<file path="src/rtl/sc_counter_mod_pkg.sv">
// sc_counter_mod_pkg: shared constants for the modulo counter family.
//   dir_e  - count direction encoding as seen on the UP input.
//   mode_e - boundary behaviour (wrap or saturate).
//   clog2  - ceiling log2 usable in parameter expressions.
package sc_counter_mod_pkg;

  typedef enum logic {
    DIR_DOWN = 1'b0,
    DIR_UP   = 1'b1
  } dir_e;

  typedef enum logic {
    MODE_WRAP = 1'b0,
    MODE_SAT  = 1'b1
  } mode_e;

  function automatic int unsigned clog2(input int unsigned v);
    int unsigned r;
    r = 0;
    while ((64'(1) << r) < 64'(v)) r++;
    return r;
  endfunction

endpackage

</file>
<file path="src/rtl/sc_counter_mod_if.sv">
// sc_counter_mod_if: control/status bundle of the modulo counter.
//   ENABLE_InLow, CLEAR_InLow, LOAD_InLow, LOADVALUE[N], UP : controller -> counter
//   REGCOUNT[N], TC_OutLow, COMPARE_OutLow                  : counter -> controller
// Modports: master = controller side, slave = counter side.
interface sc_counter_mod_if #(
  parameter int unsigned N = 8
);
  logic         SC_COUNTERMOD_ENABLE_InLow;
  logic         SC_COUNTERMOD_CLEAR_InLow;
  logic         SC_COUNTERMOD_LOAD_InLow;
  logic [N-1:0] SC_COUNTERMOD_LOADVALUE;
  logic         SC_COUNTERMOD_UP;
  logic [N-1:0] SC_COUNTERMOD_REGCOUNT;
  logic         SC_COUNTERMOD_TC_OutLow;
  logic         SC_COUNTERMOD_COMPARE_OutLow;

  modport master (
    output SC_COUNTERMOD_ENABLE_InLow, SC_COUNTERMOD_CLEAR_InLow,
           SC_COUNTERMOD_LOAD_InLow, SC_COUNTERMOD_LOADVALUE, SC_COUNTERMOD_UP,
    input  SC_COUNTERMOD_REGCOUNT, SC_COUNTERMOD_TC_OutLow,
           SC_COUNTERMOD_COMPARE_OutLow
  );

  modport slave (
    input  SC_COUNTERMOD_ENABLE_InLow, SC_COUNTERMOD_CLEAR_InLow,
           SC_COUNTERMOD_LOAD_InLow, SC_COUNTERMOD_LOADVALUE, SC_COUNTERMOD_UP,
    output SC_COUNTERMOD_REGCOUNT, SC_COUNTERMOD_TC_OutLow,
           SC_COUNTERMOD_COMPARE_OutLow
  );
endinterface

</file>
<file path="src/rtl/sc_counter_mod_prescaler.sv">
// sc_prescaler: divides enabled clock cycles down to one tick every PRESCALE.
//   clk      : system clock (rising edge)
//   rst      : synchronous active-high reset
//   enable_n : low = advance the prescaler
//   clear    : high = return the prescaler to 0 (no tick)
//   tick     : high in the enabled cycle in which the prescaler is at PRESCALE-1
module sc_prescaler
  import sc_counter_mod_pkg::*;
#(
  parameter int unsigned PRESCALE = 1
) (
  input  logic clk,
  input  logic rst,
  input  logic enable_n,
  input  logic clear,
  output logic tick
);

  localparam int unsigned PW = (clog2(PRESCALE) < 1) ? 1 : clog2(PRESCALE);
  localparam logic [PW-1:0] LAST = PW'(PRESCALE - 1);

  logic [PW-1:0] pre_q, pre_d;

  always_comb begin
    pre_d = pre_q;
    tick  = 1'b0;
    if (clear) begin
      pre_d = '0;
    end else if (!enable_n) begin
      if (pre_q == LAST) begin
        pre_d = '0;
        tick  = 1'b1;
      end else begin
        pre_d = pre_q + PW'(1);
      end
    end
  end

  always_ff @(posedge clk) begin
    if (rst) pre_q <= '0;
    else     pre_q <= pre_d;
  end

endmodule

</file>
<file path="src/rtl/sc_counter_mod.sv">
// sc_counter_mod: parametrised up/down modulo counter with load, clear,
// wrap/saturate mode, prescaled stepping, terminal-count pulse and compare flag.
//   SC_COUNTERMOD_CLOCK        : system clock (rising edge)
//   SC_COUNTERMOD_RESET_InHigh : synchronous active-high reset
//   bus (slave)                : enable/clear/load/loadvalue/up in,
//                                regcount/tc/compare out
module sc_counter_mod
  import sc_counter_mod_pkg::*;
#(
  parameter int unsigned N        = 8,
  parameter int unsigned MODULO   = 250,
  parameter int unsigned COMPARE  = 125,
  parameter int unsigned SATURATE = 0,
  parameter int unsigned PRESCALE = 1
) (
  input  logic              SC_COUNTERMOD_CLOCK,
  input  logic              SC_COUNTERMOD_RESET_InHigh,
  sc_counter_mod_if.slave   bus
);

  if (MODULO < 2 || 64'(MODULO) > (64'(1) << N)) begin : g_bad_modulo
    $error("sc_counter_mod: MODULO out of range 2..2^N");
  end
  if (COMPARE >= MODULO) begin : g_bad_compare
    $error("sc_counter_mod: COMPARE must be below MODULO");
  end
  if (PRESCALE == 0) begin : g_bad_prescale
    $error("sc_counter_mod: PRESCALE must be at least 1");
  end

  localparam mode_e          MODE    = (SATURATE != 0) ? MODE_SAT : MODE_WRAP;
  localparam logic [N:0]     MOD_EXT = (N+1)'(MODULO);
  localparam logic [N-1:0]   MAX_VAL = N'(MODULO - 1);
  localparam logic [N-1:0]   CMP_VAL = N'(COMPARE);

  logic [N-1:0] count_q, count_d;
  logic         tc_n_q, tc_n_d;
  logic         tick;
  logic         pre_clear;
  logic [N:0]   next_ext;
  logic         at_boundary;

  assign pre_clear = ~(bus.SC_COUNTERMOD_CLEAR_InLow & bus.SC_COUNTERMOD_LOAD_InLow);

  sc_prescaler #(
    .PRESCALE (PRESCALE)
  ) u_prescaler (
    .clk      (SC_COUNTERMOD_CLOCK),
    .rst      (SC_COUNTERMOD_RESET_InHigh),
    .enable_n (bus.SC_COUNTERMOD_ENABLE_InLow),
    .clear    (pre_clear),
    .tick     (tick)
  );

  // One extra bit: stepping up past MODULO-1 lands exactly on MODULO (even when
  // MODULO = 2^N), and stepping down from 0 borrows into bit N.
  always_comb begin
    if (bus.SC_COUNTERMOD_UP == DIR_UP) begin
      next_ext    = {1'b0, count_q} + (N+1)'(1);
      at_boundary = (next_ext == MOD_EXT);
    end else begin
      next_ext    = {1'b0, count_q} - (N+1)'(1);
      at_boundary = next_ext[N];
    end
  end

  always_comb begin
    count_d = count_q;
    tc_n_d  = 1'b1;
    if (!bus.SC_COUNTERMOD_CLEAR_InLow) begin
      count_d = '0;
    end else if (!bus.SC_COUNTERMOD_LOAD_InLow) begin
      if ({1'b0, bus.SC_COUNTERMOD_LOADVALUE} >= MOD_EXT) count_d = MAX_VAL;
      else                                                count_d = bus.SC_COUNTERMOD_LOADVALUE;
    end else if (tick) begin
      if (at_boundary) begin
        tc_n_d = 1'b0;
        if (MODE == MODE_SAT)                     count_d = count_q;
        else if (bus.SC_COUNTERMOD_UP == DIR_UP)  count_d = '0;
        else                                      count_d = MAX_VAL;
      end else begin
        count_d = next_ext[N-1:0];
      end
    end
  end

  always_ff @(posedge SC_COUNTERMOD_CLOCK) begin
    if (SC_COUNTERMOD_RESET_InHigh) begin
      count_q <= '0;
      tc_n_q  <= 1'b1;
    end else begin
      count_q <= count_d;
      tc_n_q  <= tc_n_d;
    end
  end

  assign bus.SC_COUNTERMOD_REGCOUNT       = count_q;
  assign bus.SC_COUNTERMOD_TC_OutLow      = tc_n_q;
  assign bus.SC_COUNTERMOD_COMPARE_OutLow = (count_q != CMP_VAL);

endmodule

</file>
<file path="src/flat_wrapper.sv">
// flat-port wrapper written by rule: the top's interface ports become plain ports
module sc_counter_mod_flat import sc_counter_mod_pkg::*;
#(
  parameter int unsigned N        = 8,
  parameter int unsigned MODULO   = 250,
  parameter int unsigned COMPARE  = 125,
  parameter int unsigned SATURATE = 0,
  parameter int unsigned PRESCALE = 1
)
  (SC_COUNTERMOD_CLOCK, SC_COUNTERMOD_RESET_InHigh, bus_SC_COUNTERMOD_ENABLE_InLow, bus_SC_COUNTERMOD_CLEAR_InLow, bus_SC_COUNTERMOD_LOAD_InLow, bus_SC_COUNTERMOD_LOADVALUE, bus_SC_COUNTERMOD_UP, bus_SC_COUNTERMOD_REGCOUNT, bus_SC_COUNTERMOD_TC_OutLow, bus_SC_COUNTERMOD_COMPARE_OutLow);
  sc_counter_mod_if #(.N(N)) bus_i ();
  input  logic SC_COUNTERMOD_CLOCK;
  input  logic SC_COUNTERMOD_RESET_InHigh;
  input wire logic [$bits(bus_i.SC_COUNTERMOD_ENABLE_InLow)-1:0] bus_SC_COUNTERMOD_ENABLE_InLow;
  input wire logic [$bits(bus_i.SC_COUNTERMOD_CLEAR_InLow)-1:0] bus_SC_COUNTERMOD_CLEAR_InLow;
  input wire logic [$bits(bus_i.SC_COUNTERMOD_LOAD_InLow)-1:0] bus_SC_COUNTERMOD_LOAD_InLow;
  input wire logic [$bits(bus_i.SC_COUNTERMOD_LOADVALUE)-1:0] bus_SC_COUNTERMOD_LOADVALUE;
  input wire logic [$bits(bus_i.SC_COUNTERMOD_UP)-1:0] bus_SC_COUNTERMOD_UP;
  output wire logic [$bits(bus_i.SC_COUNTERMOD_REGCOUNT)-1:0] bus_SC_COUNTERMOD_REGCOUNT;
  output wire logic [$bits(bus_i.SC_COUNTERMOD_TC_OutLow)-1:0] bus_SC_COUNTERMOD_TC_OutLow;
  output wire logic [$bits(bus_i.SC_COUNTERMOD_COMPARE_OutLow)-1:0] bus_SC_COUNTERMOD_COMPARE_OutLow;
  assign bus_i.SC_COUNTERMOD_ENABLE_InLow = bus_SC_COUNTERMOD_ENABLE_InLow;
  assign bus_i.SC_COUNTERMOD_CLEAR_InLow = bus_SC_COUNTERMOD_CLEAR_InLow;
  assign bus_i.SC_COUNTERMOD_LOAD_InLow = bus_SC_COUNTERMOD_LOAD_InLow;
  assign bus_i.SC_COUNTERMOD_LOADVALUE = bus_SC_COUNTERMOD_LOADVALUE;
  assign bus_i.SC_COUNTERMOD_UP = bus_SC_COUNTERMOD_UP;
  assign bus_SC_COUNTERMOD_REGCOUNT = bus_i.SC_COUNTERMOD_REGCOUNT;
  assign bus_SC_COUNTERMOD_TC_OutLow = bus_i.SC_COUNTERMOD_TC_OutLow;
  assign bus_SC_COUNTERMOD_COMPARE_OutLow = bus_i.SC_COUNTERMOD_COMPARE_OutLow;
  sc_counter_mod #(.N(N), .MODULO(MODULO), .COMPARE(COMPARE), .SATURATE(SATURATE), .PRESCALE(PRESCALE)) u_core (.SC_COUNTERMOD_CLOCK(SC_COUNTERMOD_CLOCK), .SC_COUNTERMOD_RESET_InHigh(SC_COUNTERMOD_RESET_InHigh), .bus(bus_i));
endmodule
</file>
<file path="config.mk">
export PLATFORM = sky130hd
export DESIGN_NAME = sc_counter_mod_flat
export DESIGN_NICKNAME = d
export VERILOG_FILES = /design/src/rtl/sc_counter_mod_pkg.sv /design/src/rtl/sc_counter_mod_if.sv /design/src/rtl/sc_counter_mod_prescaler.sv /design/src/rtl/sc_counter_mod.sv /design/src/flat_wrapper.sv
export SDC_FILE = /design/constraint.sdc
export NUM_CORES = 1
export LEC_CHECK = 0
export CAP_MARGIN = 20
export CORE_UTILIZATION = 30
export CTS_BUF_LIST = sky130_fd_sc_hd__clkbuf_16
export DETAILED_ROUTE_END_ITERATION = 7
export GPL_TIMING_DRIVEN = 1
export PLACE_DENSITY = 0.54
export RECOVER_POWER = 50
export SYNTH_ARGS = -nofsm -noshare
export SYNTH_HDL_FRONTEND = slang
export SYNTH_HIERARCHICAL = 1
export SYNTH_SLANG_ARGS = --single-unit
</file>
<file path="constraint.sdc">
create_clock -name SC_COUNTERMOD_CLOCK -period 4.8 [get_ports SC_COUNTERMOD_CLOCK]
set_clock_uncertainty 0.15 [all_clocks]
set_input_delay 0.72 -clock SC_COUNTERMOD_CLOCK [delete_from_list [all_inputs] [get_ports SC_COUNTERMOD_CLOCK]]
set_output_delay 0.72 -clock SC_COUNTERMOD_CLOCK [all_outputs]
set_load 0.03 [all_outputs]
</file>
==> reports/qor.csv <==
metric;value;unit
ys_seq_elements;9;
rrSetupSlack;2.46;ns
cts_resized;0;
yosysMostFrequentCell;nand2_1;
cpMaxStageDelayCell;dfxtp_1;
peakVddDrop;203;uV
synth_top_area_share;21.3;%
synthTopCellsByArea;dfxtp_1 (21%), nand2_1 (6.2%), xnor2_1 (6.2%);
io_pins;24;
worstMarginPinSlew;0.585;ns
setup_violations;0;
routedWlPerCell;14.6;um
drt-initial-drc-count;21;
grtUsageTotal;18.0;%
die_h;55.1;um
hp-start;u_core/bus.SC_COUNTERMOD_REGCOUNT[4];
crit_start;u_core/bus.SC_COUNTERMOD_REGCOUNT[2];
die-area;0.00304;sq mm
h-tree-depth;1;
required;3.93;ns
syn-cell-area;847;sq um
yosys_warnings;6;
syn_to_final_growth;36.5;%
leakagePower;0.000408;uW
vias_per_cell;5.84;
path_cells;nand4_1 -> or3_2 -> clkdlybuf4s50_1;
maxSlewViolCount;0;
r2r_cells;5;
layout_min_cycle_time;3.07;ns
synth_common_cells;nand2_1 (14), dfxtp_1 (9), o31ai_1 (6), xnor2_1 (6);
rsz0062_at_grt;no;
finish.utilization;45.0;%
crit_path_end_kind;output pin;
vias;905;
seq_area_frac_synth;21.3;%
firstDrtPassIters;4;
fillers;279;
crit_fanout;14;
clk_pin_slew_worst_paths;0.04;ns
fin_nets;143;
antenna_left;0;
fp-row-count;18;
hold_viol;0;
crit_path_end;bus_SC_COUNTERMOD_COMPARE_OutLow;
dp_hpwl;1.72;mm
synth_edf_count;0;
timing.hold.ws;0.566;ns
syn_nets;123;
cts_setup_buffers;0;
start_util;33.0;%
min_period_over_period;63.9;%
antenna_found_initial;0;
die_w;55.1;um
wl;2.26;mm
maxCapViolations;0;
totalPowerFinal;291;uW
clockRootBuffer;clkbuf_16;
r2r-start;u_core/bus.SC_COUNTERMOD_REGCOUNT[0];
max_slew_margin;60.9;%
critPathMaxStageDelay;0.63;ns
clk_path_buf_depth;2;
drc;0;
port_buffers;23;
cts.sink_count;9;
status;complete, no violations;
grt_pass1_vias;855;
async_reset_ff_share;0;%
clk_latency;0.23;ns
path_class;reg2out;
syn_inst;106;
powerDensity;252;mW/mm^2
grt-ovfl-total;0;
diodes;0;
cts_tree;built;
max_freq;326;MHz
synth_cell_types;38;
drive_gt1_share;8.80;%
grt_max_degree;16;
core_area;0.00257;sq mm
critPathLaunchType;register;
grt_pass1_wl;3.86;mm
cts_hold_buffers;0;
synth_top_area_cell;dfxtp_1;
place_congestion;0.775;
cp.arrival;2.20;ns
final.setup.tns;0;ns
rr_endpoint;u_core/bus.SC_COUNTERMOD_REGCOUNT[0];
min_path_type;reg2reg;
synth_ff_type;dfxtp_1;
syn_avg_cell_area;7.99;sq um
numCtsBuffers;3;
[registers in the layout (all words and copies together) (netlist names)]
name	flops
u_core/bus.SC_COUNTERMOD_TC_OutLow	1
u_core/bus.SC_COUNTERMOD_REGCOUNT	8
[routing by layer]
metal	wire length (um)	track usage [%]
met3	115	5.46
met4	6	7.92
met1	1070	22.9
met2	1070	27.9
met5	0	0
[critical path: cells and delay by family (launching register included)]
family | cells | cell delay [ns]
DFF | 1 | 0.63
buffers and inverters | 1 | 0.60
and+or+nand+nor | 2 | 0.73
[stage by stage]
step,area (sq um),worst slack (ns),cells
finish,1160,1.73,155
global route,1160,1.60,155
CTS,1160,1.71,155
detailed placement,1080,1.69,151
global placement,1080,1.66,151
floorplan,847,2.31,106
[logic make-up after synthesis]
group	after synthesis	synth area share, %
XOR/XNOR	7	7.24
flip-flops	9	21.3
buffers and inverters	11	5.76
AO/OA/AOI/OAI	33	30.9
AND/OR/NAND/NOR	42	29.2
adder cells (fa/ha/maj)	3	4.43
multiplexers	1	1.18
[cells in the final DEF (no fill, tap or decap), types with 4 or more instances in the layout]
cell | synthesis | layout
dlygate4sd3_1 | 0 | 9
a21oi_1 | 4 | 4
o2bb2ai_1 | 5 | 5
clkdlybuf4s50_1 | 0 | 14
xnor2_1 | 6 | 6
nand3_1 | 5 | 5
dfxtp_1 | 9 | 9
o31ai_1 | 6 | 6
nand4_1 | 4 | 4
o21ai_0 | 4 | 4
inv_1 | 3 | 4
nand2_1 | 14 | 14
[power breakdown]
part	internal (uW)	switching, uW
combinational	30.3	30.7
clock	109	35.3
sequential	78.0	8.21
total	217	74.2
[layout make-up]
| class | count | area (sq um) | share of cell area (%) |
|---|---|---|---|
| Multi-Input combinational cell | 86 | 618 | 53.5 |
| Timing Repair Buffer | 23 | 230 | 19.9 |
| Sequential cell | 9 | 180 | 15.6 |
| Clock buffer | 3 | 75.1 | 6.49 |
| Tap cell | 30 | 37.5 | 3.25 |
| Inverter | 3 | 11.3 | 0.974 |
| Clock inverter | 1 | 3.75 | 0.325 |
[how the worst min path moves through the flow]
stage                                            to  depth (start not counted)
6_report       u_core/bus.SC_COUNTERMOD_REGCOUNT[4]                          2
5_1_grt        u_core/bus.SC_COUNTERMOD_REGCOUNT[7]                          2
4_1_cts        u_core/bus.SC_COUNTERMOD_REGCOUNT[4]                          2
3_5_place_dp   u_core/bus.SC_COUNTERMOD_REGCOUNT[7]                          2
3_3_place_gp   u_core/bus.SC_COUNTERMOD_REGCOUNT[5]                          2
2_1_floorplan  u_core/bus.SC_COUNTERMOD_REGCOUNT[5]                          2
Note: power is estimated with default switching activity, not from simulation.
==> RTL change 1: new RTL, same flow settings <==
Make the reset (`SC_COUNTERMOD_RESET_InHigh` and `rst`) asynchronous in 2 clocked blocks. Comments in the files are not updated.
--- a/src/rtl/sc_counter_mod_prescaler.sv
+++ b/src/rtl/sc_counter_mod_prescaler.sv
@@ -38,3 +38,3 @@
 
-  always_ff @(posedge clk) begin
+  always_ff @(posedge clk or posedge rst) begin
     if (rst) pre_q <= '0;
--- a/src/rtl/sc_counter_mod.sv
+++ b/src/rtl/sc_counter_mod.sv
@@ -86,3 +86,3 @@
 
-  always_ff @(posedge SC_COUNTERMOD_CLOCK) begin
+  always_ff @(posedge SC_COUNTERMOD_CLOCK or posedge SC_COUNTERMOD_RESET_InHigh) begin
     if (SC_COUNTERMOD_RESET_InHigh) begin
Check against the original RTL: differs if SC_COUNTERMOD_RESET_InHigh is asserted again (counterexample within 4 cycles, from zero or initial values and one cycle with SC_COUNTERMOD_RESET_InHigh high); with SC_COUNTERMOD_RESET_InHigh held inactive, the same outputs for 10 cycles.
==> RTL change 1 against the original RTL <==
Non-clock buffer count stayed put; setup slack better by 140 ps; clock power is 3% higher; routed wire length is 6.9% higher; final area is 0.22% lower; final cell count is 0.65% higher; synthesized area is 0.74% lower; count of clock-buffer cells in the layout stayed put; combinational power is 33% higher; sequential share of layout area is 4.0 points higher; global-route usage is 0.96 points higher; total power is 12% higher; sequential cell count stayed put; largest power group unchanged; highest routed layer unchanged.
==> RTL change 1: results (changes against the original RTL) <==
[logic_synthesis]
synthDistinctLibCells = 38  ; unchanged
synth_xor_area_share_pct = 3.13  ; -4.1 points
ys_warn_count = 6  ; unchanged
synth_compound_area_share_pct = 30.2  ; -0.66 points
synth_fa_ha_area_share_pct = 4.46  ; +0.033 points
synth_area_leaders = dfrtp_1 (24%), a22oi_1 (4.5%), ha_1 (4.5%)
async_flop_share_pct = 100  ; +100 points
syn-num-nets = 122  ; -0.81%
ys_seq_area_share_pct = 26.9  ; +5.7 points
synthMuxAreaShare_pct = 0  ; -1.2 points
yosys-top-cells-count = dfrtp_1 (8), nand2_1 (7), nor2_1 (6), o21ai_0 (6)

[global_routing]
track_usage_pct = 19.0  ; +0.96 points
grt_max_degree = 14  ; -2
antenna_found_initial = 0  ; unchanged
grt_first_pass_wirelength_mm = 3.88  ; +0.52%
grt_pass1_vias = 845  ; -1.2%

[finish]
final_nets = 144  ; +0.70%
syn_to_final_growth_pct = 37.2
drive_gt1_share_pct = 6.35  ; -2.5 points
fillerInstances = 280  ; +0.36%
antennaDiodeCount = 0  ; unchanged
largest_reg_flops = 8  ; unchanged

[route]
num_vias = 919  ; +1.5%
drt_iter0_drc = 23  ; +9.5%
routedWlPerCell_um = 15.5  ; +6.2%
dr.pass1.iters = 5  ; +1

[clock_tree]
clkLatencyLatePin_ps = 240
cts-buffers-inserted = 3  ; unchanged
cts_max_path_buffers = 2  ; unchanged
h-tree-depth = 1  ; unchanged
clockRootBuffer = clkbuf_16
clkTransAtPathRegs_ps = 40  ; about the same
post-cts-setup-buffers = 0  ; unchanged
cts_resized = 0  ; unchanged

[placement]
numPortBuffers = 23  ; unchanged
dp_hpwl_mm = 1.85  ; +7.8%
gp_congestion = 0.804  ; +3.7%
placed_area_um2 = 1070  ; -0.23%

[worst_setup_path]
crit-reg2reg-launch = u_core/bus.SC_COUNTERMOD_REGCOUNT[0]
crit_end = bus_SC_COUNTERMOD_COMPARE_OutLow
reg2reg_to = u_core/bus.SC_COUNTERMOD_REGCOUNT[7]
startpoint = u_core/bus.SC_COUNTERMOD_REGCOUNT[2]
rrSetupSlack_ps = 2490  ; +30 ps
reg2regPathDepth = 6  ; +1
cp_max_fo = 13  ; -1
critPathArrivalTime_ps = 2060  ; -140 ps

[status]
status = finished, final reports clean

[hold_path]
whs_path_depth = 2  ; unchanged
hp-start = u_core/bus.SC_COUNTERMOD_REGCOUNT[5]
hold_end = u_core/bus.SC_COUNTERMOD_REGCOUNT[5]
hp-class = reg2reg

[pwr]
ir_drop_v = 0.000227  ; +12%
switching_share_pct = 30.2  ; +4.8 points
cellLeakagePower_nw = 0.428  ; +5.0%

[timing]
relSlewSlack_pct = 68.7  ; +7.8 points

## RTL change 1: cell count changes after synthesis, moves of 3 or more
cell,delta
xnor2_1,-5
dfxtp_1,-9
o21a_1,+3
nand2_1,-7
dfrtp_1,+8
nor3_1,+4
o21ai_1,+4
o2bb2ai_1,-5
nor2_1,+4
## RTL change 1: through the flow
stage	cells	hold slack (ps)	setup WS, ps
2_1_floorplan	105	397	2480
3_3_place_gp	152	552	2140
3_5_place_dp	152	541	2140
4_1_cts	156	558	1880
5_1_grt	156	616	1780
6_report	156	545	1870
## RTL change 1: kinds of logic (layout without fill, tap and decap cells)
group,after synthesis,after routing
AO/OA/AOI/OAI,38,38
XOR/XNOR,3,3
adder cells (fa/ha/maj),3,3
buffers and inverters,10,31
flip-flops,9,9
AND/OR/NAND/NOR,42,42
## RTL change 1: final cells by class
type | count | area share [%]
multi-input combinational | 86 | 49.0
timing repair buffer | 23 | 20.0
sequential | 9 | 19.6
clock buffer | 3 | 6.51
tap | 30 | 3.25
inverter | 4 | 1.30
clock inverter | 1 | 0.325
## RTL change 1: critical path, stage by stage (launching register included)
cell,delay (ps)
dfrtp_1,550
nand4_1,270
or3_1,400
clkdlybuf4s50_1,600
## RTL change 1: routing by layer
layer,track usage (%),part of all wire [%]
met1,23.4,45
met4,11.7,2.1
met5,0,0
met2,30.9,49
met3,2.73,4.0
## RTL change 1: power by group through the flow
stage | Clock, mW | Sequential (mW) | Combinational, mW
finish | 0.148 | 0.0962 | 0.0813
CTS | 0.149 | 0.0965 | 0.0818
floorplan | 0 | 0.0980 | 0.0478
detailed placement | 0 | 0.0975 | 0.0815
global placement | 0 | 0.0974 | 0.0818
global route | 0.154 | 0.0983 | 0.0885
==> RTL change 2: new RTL, config.mk and constraints unchanged <==
Without the edit above. `N` is set to 8 in 3 places; all go to 16.
--- a/src/rtl/sc_counter_mod_if.sv
+++ b/src/rtl/sc_counter_mod_if.sv
@@ -5,3 +5,3 @@
 interface sc_counter_mod_if #(
-  parameter int unsigned N = 8
+  parameter int unsigned N = 16
 );
--- a/src/rtl/sc_counter_mod.sv
+++ b/src/rtl/sc_counter_mod.sv
@@ -9,3 +9,3 @@
 #(
-  parameter int unsigned N        = 8,
+  parameter int unsigned N        = 16,
   parameter int unsigned MODULO   = 250,
--- a/src/flat_wrapper.sv
+++ b/src/flat_wrapper.sv
@@ -3,3 +3,3 @@
 #(
-  parameter int unsigned N        = 8,
+  parameter int unsigned N        = 16,
   parameter int unsigned MODULO   = 250,
Interface: changed (resized bus_SC_COUNTERMOD_LOADVALUE and bus_SC_COUNTERMOD_REGCOUNT); port bits go from 24 to 40. No check against the original RTL was run, so the function may have changed too.
==> RTL change 2 against the original RTL <==
Clock power grew 14%; setup slack lost 68 ps; sequential cell count grew 8; synthesized area grew 93%; routed wire length grew 110%; via count grew 99%; die area grew 89%; final area grew 82%; total power grew 38%; critical endpoint unchanged.
==> RTL change 2: results (changes against the original RTL) <==
[finish]
final_nets = 285  ; +99%
multi_input_gates = 195  ; +130%
layout.nonclk_buf_share_pct = 18.9  ; -1.1 points
syn_to_final_growth_pct = 29.1
fillerInstances = 533  ; +91%
multi_input_area_um2 = 1190  ; +93%

[timing]
relSlewSlack_pct = 61.8  ; +0.89 points

[pwr]
pg_comb_mw = 0.0868  ; +42%
clkPwrFrac_pct = 40.6  ; -8.8 points
pg_clk_mw = 0.164  ; +14%

[worst_setup_path]
reg2regPathDepth = 9  ; +4
cp_max_fo = 15  ; +1
rrSetupSlack_ps = 1900  ; -560 ps
critPathArrivalTime_ps = 2270  ; +70 ps
startpoint = u_core/bus.SC_COUNTERMOD_REGCOUNT[9]

[global_routing]
grt_first_pass_wirelength_mm = 8.24  ; +110%
grt_use_met1_pct = 27.6  ; +4.7 points
grt_max_degree = 21  ; +5
grt_use_met2_pct = 28.8  ; +0.90 points

[route]
m1WireLength_mm = 2.41  ; +130%
met3WireLength_um = 210  ; +83%

[logic_synthesis]
netlist_instances = 235  ; +120%
ys_seq_area_share_pct = 20.8  ; -0.44 points
synthDistinctLibCells = 53  ; +39%
syn-num-nets = 260  ; +110%

[placement]
dp_slack_ps = 1450  ; -239 ps
numPortBuffers = 39  ; +70%
place_inst = 325  ; +120%

[status]
status = finished, final reports clean

[clock_tree]
cts_sinks = 17  ; +8

-- RTL change 2: cell count changes after synthesis, sizes merged, moves of 4 or more --
cell     before  now
nor2          2   30
a21oi         4   19
nand2        14   27
clkbuf        4   14
dfxtp         9   17
a31oi         0    7
nor3          1    7
or2           1    7
nand4         4    9
nor4          1    6
o2bb2ai       5    0
o31ai         7    2
nand3         5    9
-- RTL change 2: how the worst min path moves through the flow --
stage | slack, ps | startpoint | cells past startpoint | to
floorplan | 510 | u_core/bus.SC_COUNTERMOD_REGCOUNT[13] | 2 | u_core/bus.SC_COUNTERMOD_REGCOUNT[13]
global placement | 450 | u_core/bus.SC_COUNTERMOD_REGCOUNT[13] | 2 | u_core/bus.SC_COUNTERMOD_REGCOUNT[13]
detailed placement | 450 | u_core/bus.SC_COUNTERMOD_REGCOUNT[13] | 2 | u_core/bus.SC_COUNTERMOD_REGCOUNT[13]
CTS | 460 | u_core/bus.SC_COUNTERMOD_REGCOUNT[13] | 2 | u_core/bus.SC_COUNTERMOD_REGCOUNT[13]
global route | 500 | u_core/bus.SC_COUNTERMOD_REGCOUNT[13] | 2 | u_core/bus.SC_COUNTERMOD_REGCOUNT[13]
finish | 440 | u_core/bus.SC_COUNTERMOD_REGCOUNT[13] | 2 | u_core/bus.SC_COUNTERMOD_REGCOUNT[13]
-- RTL change 2: critical path, cell delays in order (launching register included) --
cell             delay [ps]
dfxtp_1                 450
or3_1                   480
nor3_1                  300
nand4_1                 170
clkdlybuf4s50_1         620
-- RTL change 2: cells by family after synthesis --
| logic type | share of synthesized area (%) |
|---|---|
| buf+inv | 6.13 |
| simple gates | 41.0 |
| compound gates | 23.0 |
| fa+ha+maj | 2.30 |
| flops | 20.8 |
| xor+xnor | 4.82 |
| mux | 1.91 |
